$ cat config.mk
export PLATFORM = sky130hd
export DESIGN_NAME = m_cache_refill_ctrl
export DESIGN_NICKNAME = d
export VERILOG_FILES = /design/src/rtl/m_cache_refill_ctrl.sv
export SDC_FILE = /design/constraint.sdc
export NUM_CORES = 1
export LEC_CHECK = 0
export CAP_MARGIN = 10
export CELL_PAD_IN_SITES_DETAIL_PLACEMENT = 1
export CELL_PAD_IN_SITES_GLOBAL_PLACEMENT = 2
export CORE_MARGIN = 10
export CORE_UTILIZATION = 24
export DETAILED_ROUTE_END_ITERATION = 8
export GPL_TIMING_DRIVEN = 1
export PLACE_DENSITY_LB_ADDON = 0.3
export SYNTH_ARGS = -nofsm -noshare
export SYNTH_HDL_FRONTEND = slang
export SYNTH_SLANG_ARGS = --single-unit
$ cat constraint.sdc
create_clock -name i_clk -period 2.3 [get_ports i_clk]
set_clock_uncertainty 0.2 [all_clocks]
set_input_delay 0.46 -clock i_clk [delete_from_list [all_inputs] [get_ports i_clk]]
set_output_delay 0.46 -clock i_clk [all_outputs]
set_load 0.02 [all_outputs]
$ cat src/rtl/m_cache_refill_ctrl.sv
`timescale 1ns/1ps
`default_nettype none
// ============================================================================
// Module   : m_cache_refill_ctrl
// Brief    : Read-miss sequencer for the 4-word data cache. Serves load hits
//            from the cache, stalls on a miss, fetches the 16-byte line as four
//            32-bit memory beats, installs it and returns the requested word.
// Options  : CACHE_CRITICAL_WORD_FIRST_EN - fetch the requested word first and
//            answer the load as soon as that beat arrives.
// Revision : 1.0 - initial release
// ============================================================================
module m_cache_refill_ctrl #(
    parameter int ADDR_WIDTH = 32
) (
    input  logic                  i_clk,
    input  logic                  i_rst_n,
    input  logic                  i_req,
    input  logic [ADDR_WIDTH-1:0] i_addr,
    output logic                  o_stall,
    output logic                  o_rvalid,
    output logic [31:0]           o_rdata,
    output logic [ADDR_WIDTH-1:0] o_cache_raddr,
    input  logic                  i_cache_hit,
    input  logic [127:0]          i_cache_rdata,
    input  logic [1:0]            i_cache_bindex,
    output logic                  o_cache_bwe,
    output logic [ADDR_WIDTH-1:0] o_cache_waddr,
    output logic [127:0]          o_cache_bdata,
    output logic                  o_mem_req,
    output logic [ADDR_WIDTH-1:0] o_mem_addr,
    input  logic                  i_mem_ack,
    input  logic [31:0]           i_mem_rdata
);

    typedef enum logic [1:0] {
        IDLE    = 2'd0,
        LOOKUP  = 2'd1,
        FILL    = 2'd2,
        INSTALL = 2'd3
    } state_t;

    state_t                r_state;
    state_t                w_next;
    logic [ADDR_WIDTH-1:0] r_addr;
    logic [1:0]            r_beat;
    logic [3:0][31:0]      r_buf;
    logic [31:0]           r_rdata;
    logic [31:0]           w_rdata;
    logic [1:0]            w_beat_start;
    logic                  w_early_valid;
    logic                  w_install_rvalid;
    logic                  w_accept;
    logic                  w_ack;
    logic                  w_last_beat;

    // Stall is purely a function of state and the lookup result
    assign o_stall  = (r_state == FILL) | ((r_state == LOOKUP) & ~i_cache_hit);
    assign w_accept = i_req & ~o_stall;
    // Acks outside FILL are not associated with any outstanding beat
    assign w_ack    = (r_state == FILL) & i_mem_ack;
    // Beats wrap modulo 4, so the last one is the beat just before the start
    assign w_last_beat = ((r_beat + 2'd1) == w_beat_start);

`ifdef CACHE_CRITICAL_WORD_FIRST_EN
    logic r_early;

    assign w_beat_start     = r_addr[3:2];
    assign w_early_valid    = r_early;
    assign w_install_rvalid = 1'b0;

    // Flag the cycle after the requested word lands in the buffer
    always_ff @(posedge i_clk or negedge i_rst_n) begin
        if (!i_rst_n) begin
            r_early <= 1'b0;
        end else begin
            r_early <= w_ack & (r_beat == w_beat_start);
        end
    end
`else
    assign w_beat_start     = 2'd0;
    assign w_early_valid    = 1'b0;
    assign w_install_rvalid = 1'b1;
`endif

    // State, captured address, beat counter, line buffer and held read data
    always_ff @(posedge i_clk or negedge i_rst_n) begin
        if (!i_rst_n) begin
            r_state <= IDLE;
            r_addr  <= '0;
            r_beat  <= 2'd0;
            r_buf   <= '0;
            r_rdata <= 32'd0;
        end else begin
            r_state <= w_next;
            if (w_accept) begin
                r_addr <= i_addr;
            end
            if ((r_state == LOOKUP) && !i_cache_hit) begin
                r_beat <= w_beat_start;
            end else if (w_ack) begin
                r_buf[r_beat] <= i_mem_rdata;
                r_beat        <= r_beat + 2'd1;
            end
            if (o_rvalid) begin
                r_rdata <= w_rdata;
            end
        end
    end

    // Next-state decode and per-state strobes
    always_comb begin
        w_next        = r_state;
        o_rvalid      = 1'b0;
        o_cache_bwe   = 1'b0;
        o_mem_req     = 1'b0;
        o_cache_raddr = r_addr;
        w_rdata       = r_buf[r_addr[3:2]];
        case (r_state)
            IDLE: begin
                o_cache_raddr = i_addr;
                if (i_req) begin
                    w_next = LOOKUP;
                end
            end
            LOOKUP: begin
                if (i_cache_hit) begin
                    o_rvalid      = 1'b1;
                    w_rdata       = i_cache_rdata[{i_cache_bindex, 5'd0} +: 32];
                    o_cache_raddr = i_addr;
                    w_next        = i_req ? LOOKUP : IDLE;
                end else begin
                    w_next = FILL;
                end
            end
            FILL: begin
                o_mem_req = 1'b1;
                o_rvalid  = w_early_valid;
                if (i_mem_ack && w_last_beat) begin
                    w_next = INSTALL;
                end
            end
            INSTALL: begin
                o_cache_bwe   = 1'b1;
                o_rvalid      = w_install_rvalid;
                o_cache_raddr = i_addr;
                w_next        = i_req ? LOOKUP : IDLE;
            end
            default: begin
                w_next = IDLE;
            end
        endcase
    end

    // Read data is held between responses
    assign o_rdata       = o_rvalid ? w_rdata : r_rdata;
    assign o_mem_addr    = {r_addr[ADDR_WIDTH-1:4], r_beat, 2'b00};
    assign o_cache_waddr = {r_addr[ADDR_WIDTH-1:4], 4'b0000};
    assign o_cache_bdata = r_buf;

endmodule
`default_nettype wire

==> key figures, run 1 <==
Outcome
  • Status: finished, violations left
  • Failing checks: setup timing

STA
  • RSZ-0062 raised after global routing: true
  • Period Utilization, post-route: 1.27
  • Maximum operating frequency: around 340 MHz
  • Pins Over Slew Limit: 0
  • Final setup fails: 68
  • Final Hold Fails: 0
  • Minimum clock period: approximately 2900 ps
  • Setup ws final: -620 ps

Logic synthesis
  • Seq/Total Area, Yosys: 0.487
  • Post-Synth Simple-Gate Area: 0.0209
  • Mapped Area: slightly above 10000 sq um
  • Avg Cell Area, Syn: approximately 14 sq um
  • XOR/XNOR Fraction of Synth Area: 0.000869
  • Mux cell area share after synthesis: 0.356
  • Yosys warns: 0
  • Post-Synthesis Cells: 703
  • Distinct cells, synth: 27
  • Compound-gate portion of the synthesized area: 0.0475
  • Main combinational cell family by area after synthesis: multiplexers
  • Adder-cell share of the synthesized area: 0.0149
  • Flops & latches, synth: 196

GRT
  • GRT Total Usage: 0.166
  • Pin count of the biggest net entering global routing: 44
  • Initial antenna violation count: 1
  • Vias in the first global route: 9355
  • First-pass GRT wire length: 62.4 mm
  • GR Overflow Total: 0

Pwr
  • Design Power: ~25 mW
  • Pwr/cell area: roughly 1300 nW/um^2
  • Lkg Pwr: between 8 and 9 nW
  • Worst VDD drop: slightly below 0.6 mV

Critical path
  • CP Capture Type: primary output
  • CP max stage delay: roughly 520 ps
  • Crit path launch: r_addr[2]$_DFFE_PN0P_
  • Worst EP required: 1640 ps
  • Critical path class: register to primary output
  • Critical path's slowest cell: dfrtp_4
  • R2R depth: 13
  • Reg2Reg Setup Slack: -480 ps
  • Worst r2r dst: r_rdata[3]$_DFF_PN0_
  • Start of the worst register-to-register path: r_addr[2]$_DFFE_PN0P_
  • Worst path cell trace: buf_4, buf_12, buf_6, mux4_2, mux2i_2, o21ai_2, buf_6
  • Most frequent cell on the critical path: buf_6
  • CP arrival: ~2300 ps
  • Crit start category: register
  • CP max FO: 7

Clock network
  • CTS H-tree lvls: 4
  • Clock-pin slew on the worst setup and hold paths: 70 ps
  • Clock root buffer: clkbuf_16
  • Clock Latency Late Sink: approximately 460 ps
  • # clock sinks: 196
  • Clock buffers created by TritonCTS: 17
  • CTS Buffer Depth: 2
  • Clock tree from TritonCTS: built

Placed design
  • Placed Area: 16100 sq um
  • PortBufs: 452
  • Detail Placement HPWL: 32.0 mm
  • Final Wtd Congestion: roughly 0.74

Final layout
  • Area grow syn2layout: 81.9%
  • # nets final: 1524
  • Post-Route Utilization: 0.439
  • Share of cells above drive strength 1: 0.462
  • Design Area, Final: 18300 sq um

Route
  • Routed Antenna Nets: 0
  • Routed wire length: 44.7 mm
  • Via count: 8326
  • Vias per cell: about 4.5
  • Iteration-0 DRC Markers: around 280
  • DRC errors left: 0
  • Drt first pass iters: 4
  • Routed WL per cell: 24.0 microns

Floorplan
  • CORE AREA: 41800 sq um
  • I/O pins: 459
  • Initial core utilization: 0.241
  • Die area: 50600 sq um
  • FP Rows: 75
  • Die Width: 225 microns
  • Die height: 225 microns

Hold path
  • WHS Path Cells: 2
  • Hold path start: r_rdata[23]$_DFF_PN0_
  • Hold Crit Class: register to register
  • Hold Path End: r_rdata[23]$_DFF_PN0_

Job
  • Maxcap violations: 0
flip-flops by register name, indices dropped and copies added, names as in the netlist, named ones only:
name,count
o_cache_bdata,128
r_addr,32
r_rdata,32
r_beat,2
r_state,1
how the worst max path moves through the flow:
| stage | end | cells past startpoint |
|---|---|---|
| floorplan | o_cache_raddr[10] | 6 |
| global placement | o_cache_raddr[5] | 6 |
| detailed placement | o_rdata[17] | 6 |
| CTS | o_rdata[1] | 7 |
| global route | o_rdata[1] | 7 |
| finish | o_rdata[7] | 7 |
logic make-up (layout without fill, tap and decap cells):
family,Yosys count,after routing
compound gates,71,71
xor+xnor,1,1
fa+ha+maj,12,12
buf+inv,116,732
flops,196,196
mux,258,258
other cells,1,8
simple gates,48,48
cells in the final DEF (no fill, tap or decap), types with 4 or more instances in the layout:
cell / count
a22o_1: 32
buf_12: 30
buf_16: 5
buf_2: 6
buf_4: 179
buf_6: 73
buf_8: 8
bufinv_16: 4
clkbuf_16: 27
clkdlybuf4s50_1: 363
conb_1: 6
dfrtp_1: 193
dlymetal6s2s_1: 15
ha_1: 6
ha_4: 5
mux2_1: 8
mux2_2: 130
mux2_4: 23
mux2i_1: 24
mux2i_2: 6
mux4_2: 64
nand2_1: 28
nand2_4: 4
o21ai_1: 16
o21ai_2: 11
o21ai_4: 5
stage by stage:
stage	hold WS [ps]	setup slack, ps	std cells	setup TNS [ps]
2_1_floorplan	-35.6	-6.58	708	-132
3_5_place_dp	232	-843	1754	-87070
5_1_grt	305	-727	1863	-40310
4_1_cts	279	-707	1836	-32510
3_3_place_gp	230	-796	1754	-80930
6_report	278	-620	1865	-31350
synth_stat cells:
cell type / instances / area share
a211oi_1: 1 / 0.00075
a21oi_1: 4 / 0.0020
a22o_1: 32 / 0.028
a31oi_1: 1 / 0.00062
buf_1: 4 / 0.0015
buf_2: 20 / 0.0099
buf_4: 68 / 0.051
buf_6: 3 / 0.0034
clkbuf_1: 15 / 0.0056
conb_1: 1 / 0.00037
dfrtp_1: 196 / 0.49
ha_1: 12 / 0.015
inv_1: 6 / 0.0022
mux2_1: 8 / 0.0089
mux2_2: 153 / 0.17
mux2i_1: 33 / 0.033
mux4_2: 64 / 0.14
nand2_1: 36 / 0.013
nand2b_1: 2 / 0.0012
nand3_1: 1 / 0.00050
nand4_1: 3 / 0.0019
nor2_1: 2 / 0.00075
nor2b_1: 2 / 0.0012
nor3b_2: 1 / 0.0012
o21ai_0: 33 / 0.016
or3_1: 1 / 0.00062
xnor2_1: 1 / 0.00087
per-layer routing:
layer | routed length (microns) | global-route usage | part of all wire | vias up
met5 | 9 | 0 | 0.00020 | -
met4 | 692 | 0.0379 | 0.015 | 2
met3 | 3190 | 0.0614 | 0.071 | 34
met2 | 23600 | 0.297 | 0.53 | 243
met1 | 17200 | 0.184 | 0.39 | 4274
li1 | - | - | - | 3773
final cells by class:
cell class	count	area, sq um
Timing Repair Buffer	696	7210
Sequential cell	196	4910
Antenna cell	2	5.00
Clock buffer	19	453
Inverter	6	30.0
Tap cell	539	674
Multi-Input combinational cell	396	4870
Fill cell	4303	23400
Clock inverter	11	176
report_power, final:
group,switching (mW),internal [mW]
sequential,0.803,4.66
combinational,7.24,8.70
clock,1.44,1.88
timing repair:
action,CTS,global route
setup buffers,47,22
setup endpoints to repair,105,131
hold buffers,1,0
endpoints found under the hold margin,37,0
pin swaps,8,43
resized for setup,395,145
cloned,6,11
worst max-delay path: cells and delay by family (launching register included):
family	cells	cell delay (ps)
AOI/OAI and AO/OA	1	100
buffers and inverters	4	550
DFF	1	520
muxes	2	620
Power figures use the tool's default switching activity.
==> run 2: changes to the inputs <==
--- a/config.mk
+++ b/config.mk
@@ -5,12 +5,13 @@
 export SDC_FILE = /design/constraint.sdc
 export NUM_CORES = 1
 export LEC_CHECK = 0
-export CAP_MARGIN = 10
+export ABC_AREA = 1
 export CELL_PAD_IN_SITES_DETAIL_PLACEMENT = 1
 export CELL_PAD_IN_SITES_GLOBAL_PLACEMENT = 2
 export CORE_MARGIN = 10
-export CORE_UTILIZATION = 24
+export CORE_UTILIZATION = 20
 export DETAILED_ROUTE_END_ITERATION = 8
+export GPL_ROUTABILITY_DRIVEN = 0
 export GPL_TIMING_DRIVEN = 1
 export PLACE_DENSITY_LB_ADDON = 0.3
 export SYNTH_ARGS = -nofsm -noshare
==> key figures, run 2 <==
Route
  • Routed Antenna Nets: 0
  • Drt first pass iters: 5
  • Iteration-0 DRC Markers: 541
  • Routed wire length: 58.5 mm
  • Vias per cell: 4.21
  • Routed WL per cell: 20.4 microns
  • DRC errors left: 0
  • Via count: 12100

Clock network
  • # clock sinks: 196
  • CTS H-tree lvls: 4
  • Clock Latency Late Sink: 490 ps
  • CTS Buffer Depth: 2
  • Clock tree from TritonCTS: built
  • Clock root buffer: clkbuf_16
  • Clock-pin slew on the worst setup and hold paths: approximately 80 ps
  • Clock buffers created by TritonCTS: 17

STA
  • Final Hold Fails: 0
  • Pins Over Slew Limit: 0
  • Setup ws final: -636 ps
  • Tightest Pin Transition: 555 ps
  • Maximum operating frequency: ~340 MHz
  • RSZ-0062 raised after global routing: true
  • Final setup fails: 68
  • Post-route setup TNS: -34000 ps
  • Minimum clock period: 2940 ps
  • Final Hold Slack: 283 ps
  • Period Utilization, post-route: 1.28
  • Relative slew slack: 0.630

Logic synthesis
  • Seq/Total Area, Yosys: 0.442
  • Most frequent cells after synthesis: nand2_1 (648), nand3_1 (254), dfrtp_1 (196)
  • Most common cell in the synthesized netlist: nand2_1
  • Mapped Area: 11100 sq um
  • Flops & latches, synth: slightly below 200
  • Avg Cell Area, Syn: between 6 and 7 sq um
  • Top FF cell, synth: dfrtp_1
  • Asr flop ratio synth: 1.00
  • Yosys warns: 0
  • Distinct cells, synth: 20
  • Area share of the largest cell type after synthesis: 0.442
  • Synth area leader: dfrtp_1
  • Post-Synthesis Cells: 1594
  • Number of synthesized flops with an enable pin: 0
  • Synth top area cells: dfrtp_1 (44%), nand2_1 (22%), nand3_1 (11%), inv_1 (5.9%), o21ai_1 (4.8%)

Final layout
  • Most frequent cells in the layout: nand2_1 (590), clkdlybuf4s50_1 (321), nand3_1 (240), dfrtp_1 (193), inv_1 (169)
  • Max reg flops: 128
  • Share of cells above drive strength 1: 0.181
  • Design Area, Final: about 19000 sq um
  • # nets final: between 2000 and 2500
  • Area grow syn2layout: 70.1%
  • Most common cell after layout, fill and taps aside: nand2_1

Outcome
  • Status: finished, violations left
  • Failing checks: setup timing

Placed design
  • PortBufs: 452
  • Detail Placement HPWL: 43.5 mm
  • Placed Area: about 17000 sq um

Pwr
  • Share of power burned in registers: 0.219
  • Switching share of power: 0.462
  • Power share of the clock group: 0.132
  • Pwr/cell area: roughly 1400 nW/um^2
  • Lkg Pwr: 9.48 nW
  • Gate power share: 0.649
  • Internal power: around 14 mW
  • Worst VDD drop: between 0.8 and 0.9 mV
  • Switch Pwr: 12.0 mW

Floorplan
  • I/O pins: 459
  • Die height: between 200 and 300 microns
  • CORE AREA: 55000 sq um
  • Die area: 65300 sq um
  • Die Width: 256 microns
  • FP Rows: 86
  • Initial core utilization: 0.202

Critical path
  • CP arrival: 2280 ps
  • CP Capture Type: primary output
  • Worst EP required: about 1600 ps
  • Critical path class: register to primary output
  • CP max FO: 8
  • Crit start category: register

Job
  • Maxcap violations: 0

GRT
  • Pin count of the biggest net entering global routing: 58
  • GRT Total Usage: 0.177
  • Initial antenna violation count: 5
  • Vias in the first global route: 13000
  • GR Overflow Total: 0
  • First-pass GRT wire length: 87.8 mm

Hold path
  • Hold path start: r_addr[1]$_DFFE_PN0P_
  • Hold Crit Class: register to register
[run 2: repair_timing]
| action | in CTS | in global routing |
|---|---|---|
| buffers inserted | 27 | 6 |
| gates cloned | 7 | 2 |
| endpoints found under the hold margin | 49 | 0 |
| hold buffers | 1 | 0 |
| pin swaps | 22 | 18 |
| resized for setup | 440 | 59 |
| endpoints found under the setup margin | 113 | 133 |
[run 2: final timing paths]
kind | depth (start not counted) | slack (ps) | endpoint
worst max-delay path | 10 | -640 | o_rdata[12]
worst min-delay path | 2 | 280 | r_addr[1]$_DFFE_PN0P_
worst max register to register | 18 | -630 | r_rdata[1]$_DFF_PN0_
worst min register to register | 2 | 280 | r_addr[1]$_DFFE_PN0P_
max in group asynchronous | 3 | 940 | o_cache_bdata[86]$_DFFE_PN0P_
min in group asynchronous | 2 | 330 | r_beat[0]$_DFFE_PN0P_
[run 2: final cells by class]
type	count	area, sq um
Tap cell	748	936
Clock inverter	15	219
Sequential cell	196	4910
Clock buffer	17	425
Multi-Input combinational cell	1068	5000
Timing Repair Buffer	639	6700
Inverter	177	682
Antenna cell	2	5.00
Fill cell	6647	36100
[run 2: power by group through the flow]
stage / sequential [mW] / combinational (mW) / clock (mW)
2_1_floorplan: 6.29 / 6.70 / 0
3_3_place_gp: 5.71 / 15.0 / 0
3_5_place_dp: 5.71 / 15.1 / 0
4_1_cts: 5.72 / 16.8 / 3.57
5_1_grt: 5.90 / 18.2 / 3.69
6_report: 5.69 / 16.9 / 3.43
[run 2: critical path, stage by stage (launching register included)]
cell and delay (ps):
dfrtp_1 410, inv_2 130, ha_4 180, inv_4 50, o21ai_4 270, buf_6 180, buf_16 150, buf_4 130
nand3_4 60, nand2_2 90, buf_6 120
[run 2: per-layer routing]
metal / track usage / routed length [microns] / vias up
li1: - / - / 5912
met1: 0.214 / 25400 / 5852
met2: 0.304 / 29000 / 258
met3: 0.0569 / 3510 / 32
met4: 0.0347 / 537 / 8
met5: 0 / 46 / -
[run 2: per-stage QoR]
stage / setup slack (ps) / std cells / power [mW] / utilization
after floorplan: 85.6 / 1599 / 13.0 / -
after global placement: -874 / 2786 / 20.7 / 0.313
after detailed placement: -896 / 2786 / 20.8 / 0.313
after CTS: -646 / 2853 / 26.1 / 0.339
after global routing: -722 / 2862 / 27.8 / 0.343
final: -636 / 2862 / 26.0 / 0.343
[run 2: cells by family after synthesis]
family	Yosys count	share of synthesized area
AOI/OAI and AO/OA	138	0.0626
adders and majority gates	12	0.0135
other	1	0.000338
buffers and inverters	335	0.142
and+or+nand+nor	912	0.340
DFF	196	0.442
